[config.mk]
export PLATFORM = sky130hd
export DESIGN_NAME = cbc_chain_ctrl
export DESIGN_NICKNAME = d
export VERILOG_FILES = /design/src/rtl/cbc_pkg.sv /design/src/rtl/cbc_fifo.sv /design/src/rtl/cbc_chain_ctrl.sv
export SDC_FILE = /design/constraint.sdc
export NUM_CORES = 2
export LEC_CHECK = 0
export ABC_AREA = 1
export BUFFER_PORTS_ARGS = -buffer_cell sky130_fd_sc_hd__buf_2
export CAP_MARGIN = 40
export CORE_MARGIN = 2
export CORE_UTILIZATION = 39
export DETAILED_ROUTE_END_ITERATION = 8
export PLACE_DENSITY_LB_ADDON = 0.15
export SYNTH_ARGS = -nofsm -noshare
export SYNTH_HDL_FRONTEND = slang
export SYNTH_SLANG_ARGS = --single-unit
[constraint.sdc]
create_clock -name clk -period 2.5 [get_ports clk]
set_input_delay 0.5 -clock clk [delete_from_list [all_inputs] [get_ports clk]]
set_output_delay 0.5 -clock clk [all_outputs]
set_load 0.1 [all_outputs]
[src/rtl/cbc_pkg.sv]
// Shared types and constants for the CBC chaining controller.
package cbc_pkg;

   localparam int CBC_BLOCK_W = 128;

   localparam logic MODE_DEC = 1'b0;
   localparam logic MODE_ENC = 1'b1;

   typedef enum logic [2:0] {
      ST_IDLE  = 3'd0,
      ST_READY = 3'd1,
      ST_ISSUE = 3'd2,
      ST_WAIT  = 3'd3,
      ST_OUT   = 3'd4
   } cbc_state_e;

endpackage

[src/rtl/cbc_fifo.sv]
// Synchronous FIFO with full/empty flags; pointers carry one wrap bit.
module cbc_fifo #(
   parameter int WIDTH = 129,
   parameter int DEPTH = 4
) (
   input  logic             clk,
   input  logic             rst_n,
   input  logic             push_i,
   input  logic [WIDTH-1:0] wdata_i,
   input  logic             pop_i,
   output logic [WIDTH-1:0] rdata_o,
   output logic             full_o,
   output logic             empty_o
);

   localparam int AW = $clog2(DEPTH);

   logic [AW:0]      wr_q, wr_d;
   logic [AW:0]      rd_q, rd_d;
   logic [WIDTH-1:0] mem_q [DEPTH];
   logic [WIDTH-1:0] mem_d [DEPTH];
   logic             do_push;
   logic             do_pop;

   always_comb begin
      full_o  = (wr_q[AW] != rd_q[AW]) && (wr_q[AW-1:0] == rd_q[AW-1:0]);
      empty_o = (wr_q == rd_q);
      rdata_o = mem_q[rd_q[AW-1:0]];
      do_push = push_i && !full_o;
      do_pop  = pop_i && !empty_o;
   end

   always_comb begin
      mem_d = mem_q;
      wr_d  = wr_q;
      rd_d  = rd_q;
      if (do_push) begin
         mem_d[wr_q[AW-1:0]] = wdata_i;
         wr_d                = wr_q + 1'b1;
      end
      if (do_pop) begin
         rd_d = rd_q + 1'b1;
      end
   end

   always_ff @(posedge clk or negedge rst_n) begin
      if (!rst_n) begin
         wr_q <= '0;
         rd_q <= '0;
         for (int i = 0; i < DEPTH; i++) begin
            mem_q[i] <= '0;
         end
      end else begin
         wr_q  <= wr_d;
         rd_q  <= rd_d;
         mem_q <= mem_d;
      end
   end

endmodule

[src/rtl/cbc_chain_ctrl.sv]
// CBC chaining controller around a single-block cipher core, one block in flight.
//   state | meaning
//   IDLE  | waiting for IV + mode; chain value not valid
//   READY | IV loaded, waiting for a buffered input block
//   ISSUE | presenting chained block to the core
//   WAIT  | waiting for the core result pulse
//   OUT   | holding result until downstream accepts it
module cbc_chain_ctrl
   import cbc_pkg::*;
#(
   parameter int BLOCK_W = CBC_BLOCK_W,
   parameter int DEPTH   = 4,
   parameter int CNT_W   = 16
) (
   input  logic               clk,
   input  logic               resetn,
   input  logic               enable_i,
   input  logic [BLOCK_W-1:0] iv_i,
   input  logic               mode_i,
   input  logic               ivalid_i,
   output logic               iv_ready_o,
   input  logic [BLOCK_W-1:0] din_i,
   input  logic               dlast_i,
   input  logic               dvalid_i,
   output logic               dready_o,
   output logic               core_start_o,
   output logic [BLOCK_W-1:0] core_din_o,
   input  logic               core_ready_i,
   input  logic               core_valid_i,
   input  logic [BLOCK_W-1:0] core_dout_i,
   output logic [BLOCK_W-1:0] dout_o,
   output logic               dlast_o,
   output logic               dvalid_o,
   input  logic               dready_i,
   output logic [CNT_W-1:0]   blk_cnt_o,
   output logic               busy_o,
   output logic               err_o
);

   cbc_state_e         state_q, state_d;
   logic [BLOCK_W-1:0] chain_q, chain_d;
   logic               mode_q, mode_d;
   logic [BLOCK_W-1:0] cur_q, cur_d;
   logic               cur_last_q, cur_last_d;
   logic [BLOCK_W-1:0] dout_q, dout_d;
   logic               dlast_q, dlast_d;
   logic               dvalid_q, dvalid_d;
   logic [CNT_W-1:0]   cnt_q, cnt_d;
   logic               err_q, err_d;
   logic [BLOCK_W-1:0] res_q, res_d;
   logic               pend_q, pend_d;

   logic               fifo_full;
   logic               fifo_empty;
   logic               fifo_pop;
   logic [BLOCK_W:0]   fifo_rdata;
   logic               res_vld;
   logic [BLOCK_W-1:0] res_val;

   assign dready_o = enable_i && !fifo_full;
   assign fifo_pop = enable_i && (state_q == ST_READY) && !fifo_empty;

   cbc_fifo #(
      .WIDTH (BLOCK_W + 1),
      .DEPTH (DEPTH)
   ) u_fifo (
      .clk     (clk),
      .rst_n   (resetn),
      .push_i  (dvalid_i && dready_o),
      .wdata_i ({dlast_i, din_i}),
      .pop_i   (fifo_pop),
      .rdata_o (fifo_rdata),
      .full_o  (fifo_full),
      .empty_o (fifo_empty)
   );

   always_ff @(posedge clk or negedge resetn) begin
      if (!resetn) begin
         state_q    <= ST_IDLE;
         chain_q    <= '0;
         mode_q     <= MODE_DEC;
         cur_q      <= '0;
         cur_last_q <= 1'b0;
         dout_q     <= '0;
         dlast_q    <= 1'b0;
         dvalid_q   <= 1'b0;
         cnt_q      <= '0;
         err_q      <= 1'b0;
         res_q      <= '0;
         pend_q     <= 1'b0;
      end else begin
         state_q    <= state_d;
         chain_q    <= chain_d;
         mode_q     <= mode_d;
         cur_q      <= cur_d;
         cur_last_q <= cur_last_d;
         dout_q     <= dout_d;
         dlast_q    <= dlast_d;
         dvalid_q   <= dvalid_d;
         cnt_q      <= cnt_d;
         err_q      <= err_d;
         res_q      <= res_d;
         pend_q     <= pend_d;
      end
   end

   // A result arriving while disabled is parked in res_q until enable returns.
   assign res_vld = core_valid_i || pend_q;
   assign res_val = core_valid_i ? core_dout_i : res_q;

   always_comb begin
      state_d    = state_q;
      chain_d    = chain_q;
      mode_d     = mode_q;
      cur_d      = cur_q;
      cur_last_d = cur_last_q;
      dout_d     = dout_q;
      dlast_d    = dlast_q;
      dvalid_d   = dvalid_q;
      cnt_d      = cnt_q;
      res_d      = res_q;
      pend_d     = pend_q;
      err_d      = err_q;

      if (enable_i && ((core_valid_i && (state_q != ST_WAIT)) ||
                       (ivalid_i && (state_q != ST_IDLE)))) begin
         err_d = 1'b1;
      end

      case (state_q)
         ST_IDLE: begin
            if (enable_i && ivalid_i) begin
               chain_d = iv_i;
               mode_d  = mode_i;
               cnt_d   = '0;
               state_d = ST_READY;
            end
         end
         ST_READY: begin
            if (fifo_pop) begin
               cur_d      = fifo_rdata[BLOCK_W-1:0];
               cur_last_d = fifo_rdata[BLOCK_W];
               state_d    = ST_ISSUE;
            end
         end
         ST_ISSUE: begin
            if (enable_i && core_ready_i) begin
               state_d = ST_WAIT;
            end
         end
         ST_WAIT: begin
            if (enable_i && res_vld) begin
               if (mode_q == MODE_ENC) begin
                  dout_d  = res_val;
                  chain_d = res_val;
               end else begin
                  dout_d  = res_val ^ chain_q;
                  chain_d = cur_q;
               end
               dlast_d  = cur_last_q;
               dvalid_d = 1'b1;
               pend_d   = 1'b0;
               state_d  = ST_OUT;
            end else if (!enable_i && core_valid_i) begin
               res_d  = core_dout_i;
               pend_d = 1'b1;
            end
         end
         ST_OUT: begin
            if (enable_i && dready_i) begin
               dvalid_d = 1'b0;
               cnt_d    = (cnt_q == '1) ? cnt_q : cnt_q + CNT_W'(1);
               state_d  = dlast_q ? ST_IDLE : ST_READY;
            end
         end
         default: begin
            state_d = ST_IDLE;
         end
      endcase
   end

   always_comb begin
      iv_ready_o   = enable_i && (state_q == ST_IDLE);
      core_start_o = enable_i && (state_q == ST_ISSUE);
      busy_o       = (state_q != ST_IDLE) && (state_q != ST_READY);
      core_din_o   = (mode_q == MODE_ENC) ? (cur_q ^ chain_q) : cur_q;
      dout_o       = dout_q;
      dlast_o      = dlast_q;
      dvalid_o     = dvalid_q;
      blk_cnt_o    = cnt_q;
      err_o        = err_q;
   end

endmodule

Word-level counts from Yosys, hierarchy flattened

Cells that the tools add are included.
Widths: inputs -> output; s select.

Bitwise logic cells: 5
Shift-type cells: 0
Multipliers: 0
Add/subtract/negate cells: 3
Equality and inequality tests: 16
Multiplexer cells: 29
Divide/modulo/power cells: 0
Order comparisons: 3
Reduce and logical (&&, ||, !) cells: 39

Operator list:

| operator              | count |
|---|---|
| $mux 128              | 6 |
| $bwmux 516            | 1 |
| $mux 129              | 3 |
| $bmux 129 s2          | 1 |
| $demux 129 s2         | 1 |
| $pmux 128 s2          | 1 |
| $xor 128x128->128     | 2 |
| $mux 16               | 3 |
| $pmux 16 s2           | 1 |
| $logic_and 1x1->1     | 19 |
| $add 16x1->16 const B | 1 |
| $eq 16x16->1 const B  | 1 |
| $mux 3                | 5 |
| $pmux 3 s5            | 1 |
| $ne 2x2->1 const B    | 5 |
| $reduce_and 3->1      | 3 |
| $reduce_and 2->1      | 4 |
| $reduce_bool 2->1     | 4 |
| $add 3x1->3 const B   | 2 |
| $eq 3x2->1 const B    | 2 |
| $ge 3x3->1 const B    | 2 |
| $not 2->3             | 2 |
| $mux 1                | 5 |
| $reduce_and 5->1      | 1 |
| other kinds (16)      | 19 |

Memory bits (read-only): 0
Memories: 0
Latch bits: 0
Register bits after elaboration: 1059
Input port bits: 394
RAM bits: 0
Output and inout port bits: 279

Longest topological paths before layout

Depth after elaboration: 6
Mapped depth: 10
Gate-level depth less buffers: 9

By module

From an unflattened synthesis, not the netlist that was laid out.

Cell total of the unflattened synthesis: 6761
Area total of the unflattened synthesis: 53007.1 µm²

By module, submodules not included:

| module         | cells each | times used | area each (µm²) |
|---|---|---|---|
| cbc_chain_ctrl | 3685       | 1          | 27958.1 |
| cbc_fifo       | 3076       | 1          | 25049.0 |

Least setup slack after synthesis

No wires, ideal clock.

Kind: reg-to-output
From: register mode_q
To: output core_din_o[118]
Data arrival time: 3241 ps
Cell stages (with the launch flop): 7
Slack: -1241 ps
Buffers on the path: 4
Required time: 2000 ps
Cells stage by stage: dfrtp_1 clkbuf_1 inv_1 buf_2 buf_2 clkbuf_1 o21ai_0

Cells in the longest elaborated chain, start to end: 1

Ends and longest elaborated chain:

| item                     | line                  | text |
|---|---|---|
| start: declaration       | cbc_chain_ctrl.sv:42  | `logic mode_q, mode_d;` |
| start signal: assignment | cbc_chain_ctrl.sv:94  | `mode_q <= mode_d;` |
| $mux 128                 | cbc_chain_ctrl.sv:186 | `core_din_o = (mode_q == MODE_ENC) ? (cur_q ^ chain_q) : cur_q;` |
| end: declaration         | cbc_chain_ctrl.sv:27  | `output logic [BLOCK_W-1:0] core_din_o,` |

Every way passes these cells.

Worst setup path in the final report

From: register mode_q
To: output core_din_o[84]

The elaborated chain is that of the path after synthesis.

==> results.txt <==
----------------------------------------------------
[Run status]
  Outcome ... finished with violations
  Failing checks ... setup timing

[Timing]
  Total count of hold-check failures in the final report ... 0
  Final slew viol count ... 0
  Unrepaired setup endpoints after global routing ... yes
  Worst Tran Pin Value ... 0.8748 ns
  Final setup violation count ... 127
  Max Clock Skew ... 0.03831 ns
  Crit path setup slack, layout ... -0.2210 ns
  Peak Freq ... 367.5 MHz
  Final period utilization ... 1.088
  Minimum clock period ... 2.721 ns
  Headroom to the max-slew limit ... 0.4168

[CTS]
  Clock tree from TritonCTS ... yes
  Total clock sinks ... 1059
  Clock-pin slew on the worst setup and hold paths ... 0.06 ns
  Total clock buffers created by CTS ... 118
  Depth of the CTS H-tree ... 3
  Maximum clock path buffer count ... 3
  Cell at the root of the clock tree ... sky130_fd_sc_hd__clkbuf_16
  Worst-Skew Late Latency ... 0.75 ns

[Setup path]
  Category of the worst setup path launch point ... register
  Required arrival time at the worst endpoint ... 2.00 ns
  Arrival time at the worst endpoint ... 2.22 ns
  Slack of the worst reg-to-reg path ... 0.31 ns
  Reg2Reg Launch Point ... u_fifo.rd_q[0]
  First element of the critical path ... mode_q
  Worst reg-to-reg path cell count ... 6
  Largest fanout on the critical path ... 8
  Reg-to-reg endpoint ... cur_last_q
  Type of destination of the critical path ... output port
  Type of the worst setup path ... register to output port
  Destination of the critical timing path ... core_din_o[84]

[Synth]
  Basic-gate share of the synthesized area counting and, or, nand and nor cells ... 0.1869
  Number of warnings reported in the yosys synthesis log ... 0
  Complex-gate fraction of the synthesized area ... 0.1818
  Main combinational cell family by area after synthesis ... simple AND/OR/NAND/NOR gates
  Parity-gate share of the synthesized area counting xor and xnor cells ... 0.03417
  Post-Synthesis Cell Area ... 49990 µm²
  Synth unique cells ... 25
  Net count after synthesis ... 6538
  Adder-cell area share of the yosys netlist ... 0.001502
  Mux cell area share after synthesis ... 0
  Mean area per synthesized cell ... 8.144 µm²
  Cells after Synth ... 6138
  Fraction of the yosys area taken by sequential cells ... 0.5301
  Register bit count reported by yosys ... 1059

[GRT]
  GRT overflow ... 0
  Global-route met3 utilization ... 0.04440
  Vias in the first global route ... 42539
  First-pass GRT wire length ... 274.6 mm
  Antenna violations before repair ... 40
  Pin count of the biggest net entering global routing ... 192
  Global router's overall resource usage ... 0.2727
  Met2 Usage GRT ... 0.3938
  Met1 track demand over resource ... 0.4152
  Top Usage Layer GRT ... met1

[Detailed routing]
  Violation count after the first detailed-route iteration ... 4908
  DR WL/cell ... 21.67 µm
  DRT antenna net count ... 0
  First-pass iteration count of the detailed router ... 9
  Post-Route WL ... 185.9 mm
  Via count ... 46320
  Via/cell ratio ... 5.400
  Remaining DRCs ... 0

[Finish]
  Most common cell after layout, fill and taps aside ... sky130_fd_sc_hd__nand2_1
  Share of post-route cells with drive strength above 1 ... 0.1922
  Top library cells by usage in the layout, fill and taps aside ... sky130_fd_sc_hd__nand2_1, sky130_fd_sc_hd__o21ai_0, sky130_fd_sc_hd__dfrtp_1, sky130_fd_sc_hd__buf_2, sky130_fd_sc_hd__inv_1
  Final-stage net count ... 7195
  Area growth syn-to-layout ... 31.08%
  Post-Route Utilization ... 0.5145

[Floorplan]
  Number of top-level pins ... 673
  Vertical extent of the die ... 362.0 µm
  Initial core utilization ... 0.3925
  Die Area ... 131100 µm²
  Die X-Extent ... 362.0 µm
  Placeable core area ... 127400 µm²
  Std cell rows ... 131

[Worst hold path]
  Min-Delay Path Class ... input port to register

[Run]
  Maxcap violations ... 0

[Placement]
  Routability Congestion ... 0.9209
  Count of input and output buffers ... 672
  HPWL reported at the end of detailed placement ... 125.1 mm

----------------------------------------------------
-- what timing repair did --
action                     CTS  global route
hold endpoints to repair   104             0
gates cloned                 6            19
hold buffers                81             0
gates resized for setup     90           190
buffers inserted             8            28
pin swaps                    1            25
setup endpoints to repair  131           131
-- critical path, stage by stage (launching register included) --
cell                        delay, ns
sky130_fd_sc_hd__dfrtp_4         0.55
sky130_fd_sc_hd__inv_12          0.15
sky130_fd_sc_hd__buf_16          0.19
sky130_fd_sc_hd__clkbuf_16       0.20
sky130_fd_sc_hd__nand2_2         0.08
sky130_fd_sc_hd__o21ai_4         0.09
sky130_fd_sc_hd__buf_12          0.20
-- per-stage QoR --
step	worst slack [ns]	std cells	hold WS, ns	setup TNS (ns)	instance area, µm²
2_1_floorplan	-0.5096	6138	0.2044	-9.137	50400
3_3_place_gp	0.2003	8196	0.4433	0	58310
3_5_place_dp	0.2465	8196	0.4473	0	58310
4_1_cts	-0.2827	8510	0.0001225	-25.34	63890
5_1_grt	-0.2663	8570	0.03884	-24.49	65510
6_report	-0.2210	8577	0.04744	-17.28	65520
-- cell usage after synthesis --
cell type,count,area [µm²]
sky130_fd_sc_hd__buf_4,15,112.6
sky130_fd_sc_hd__nand2_2,1,6.260
sky130_fd_sc_hd__nor3_2,1,10.01
sky130_fd_sc_hd__a31oi_1,68,425.4
sky130_fd_sc_hd__nand4_1,11,68.82
sky130_fd_sc_hd__nand3b_1,68,510.5
sky130_fd_sc_hd__o21ai_1,29,145.1
sky130_fd_sc_hd__inv_1,391,1468
sky130_fd_sc_hd__clkbuf_1,317,1190
sky130_fd_sc_hd__buf_1,23,86.33
sky130_fd_sc_hd__xnor2_1,129,1130
sky130_fd_sc_hd__o21ai_0,1343,6721
sky130_fd_sc_hd__inv_2,3,11.26
sky130_fd_sc_hd__nand3_1,192,960.9
sky130_fd_sc_hd__o31ai_1,1,7.510
sky130_fd_sc_hd__buf_2,81,405.4
sky130_fd_sc_hd__dfrtp_1,1059,26500
sky130_fd_sc_hd__o211ai_1,128,960.9
sky130_fd_sc_hd__nor2_1,383,1438
sky130_fd_sc_hd__a21oi_1,3,15.01
sky130_fd_sc_hd__nand2_1,1688,6336
sky130_fd_sc_hd__ha_1,6,75.07
sky130_fd_sc_hd__or2_2,2,12.51
sky130_fd_sc_hd__o22ai_1,130,813.3
sky130_fd_sc_hd__xor2_1,66,578.1
-- per-layer routing --
metal	vias up	wire length, µm
li1	21559	-
met1	22635	86220
met2	1864	79770
met3	250	14880
met4	12	4944
met5	-	83
-- layout make-up --
cell class                 count  area [µm²]
antenna                       20       50.05
clock buffer                 176        3491
clock inverter                44       626.9
fill                       12038       61830
inverter                     394        1519
multi-input combinational   4249       21840
sequential                  1059       26510
tap                         1662        2079
timing repair buffer         972        9393
timing repair inverter         1       8.758
-- state kept, by name, summed over array words and instances (netlist names) --
register	cells
u_fifo.wr_q	3
err_o	1
cur_q	128
state_q	3
chain_q	128
cur_last_q	1
pend_q	1
res_q	128
dlast_o	1
dout_o	128
mode_q	1
u_fifo.rd_q	3
dvalid_o	1
blk_cnt_o	16
u_fifo.mem_q	516
-- cell families (layout without fill, tap and decap cells) --
group,Yosys count,in the layout
xor gates and xnor gates,195,195
other,0,20
adders and majority gates,6,6
AOI/OAI and AO/OA,1702,1702
and+or+nand+nor,2346,2346
DFF,1059,1059
buffers and inverters,830,1587
-- worst min-delay path by stage --
stage                    start      endpoint  slack (ns)  cells past startpoint
5_1_grt               iv_i[19]   chain_q[19]        0.04                      3
2_1_floorplan           resetn  blk_cnt_o[0]        0.20                      0
6_report              iv_i[27]   chain_q[27]        0.05                      3
3_5_place_dp            resetn    chain_q[0]        0.45                      1
3_3_place_gp            resetn    chain_q[0]        0.44                      1
4_1_cts        core_dout_i[43]     res_q[43]      0.0001                      3
Power is left out: the tool's default activity adds up to more than one toggle a clock period on the data nets, which glitch-free logic cannot reach.
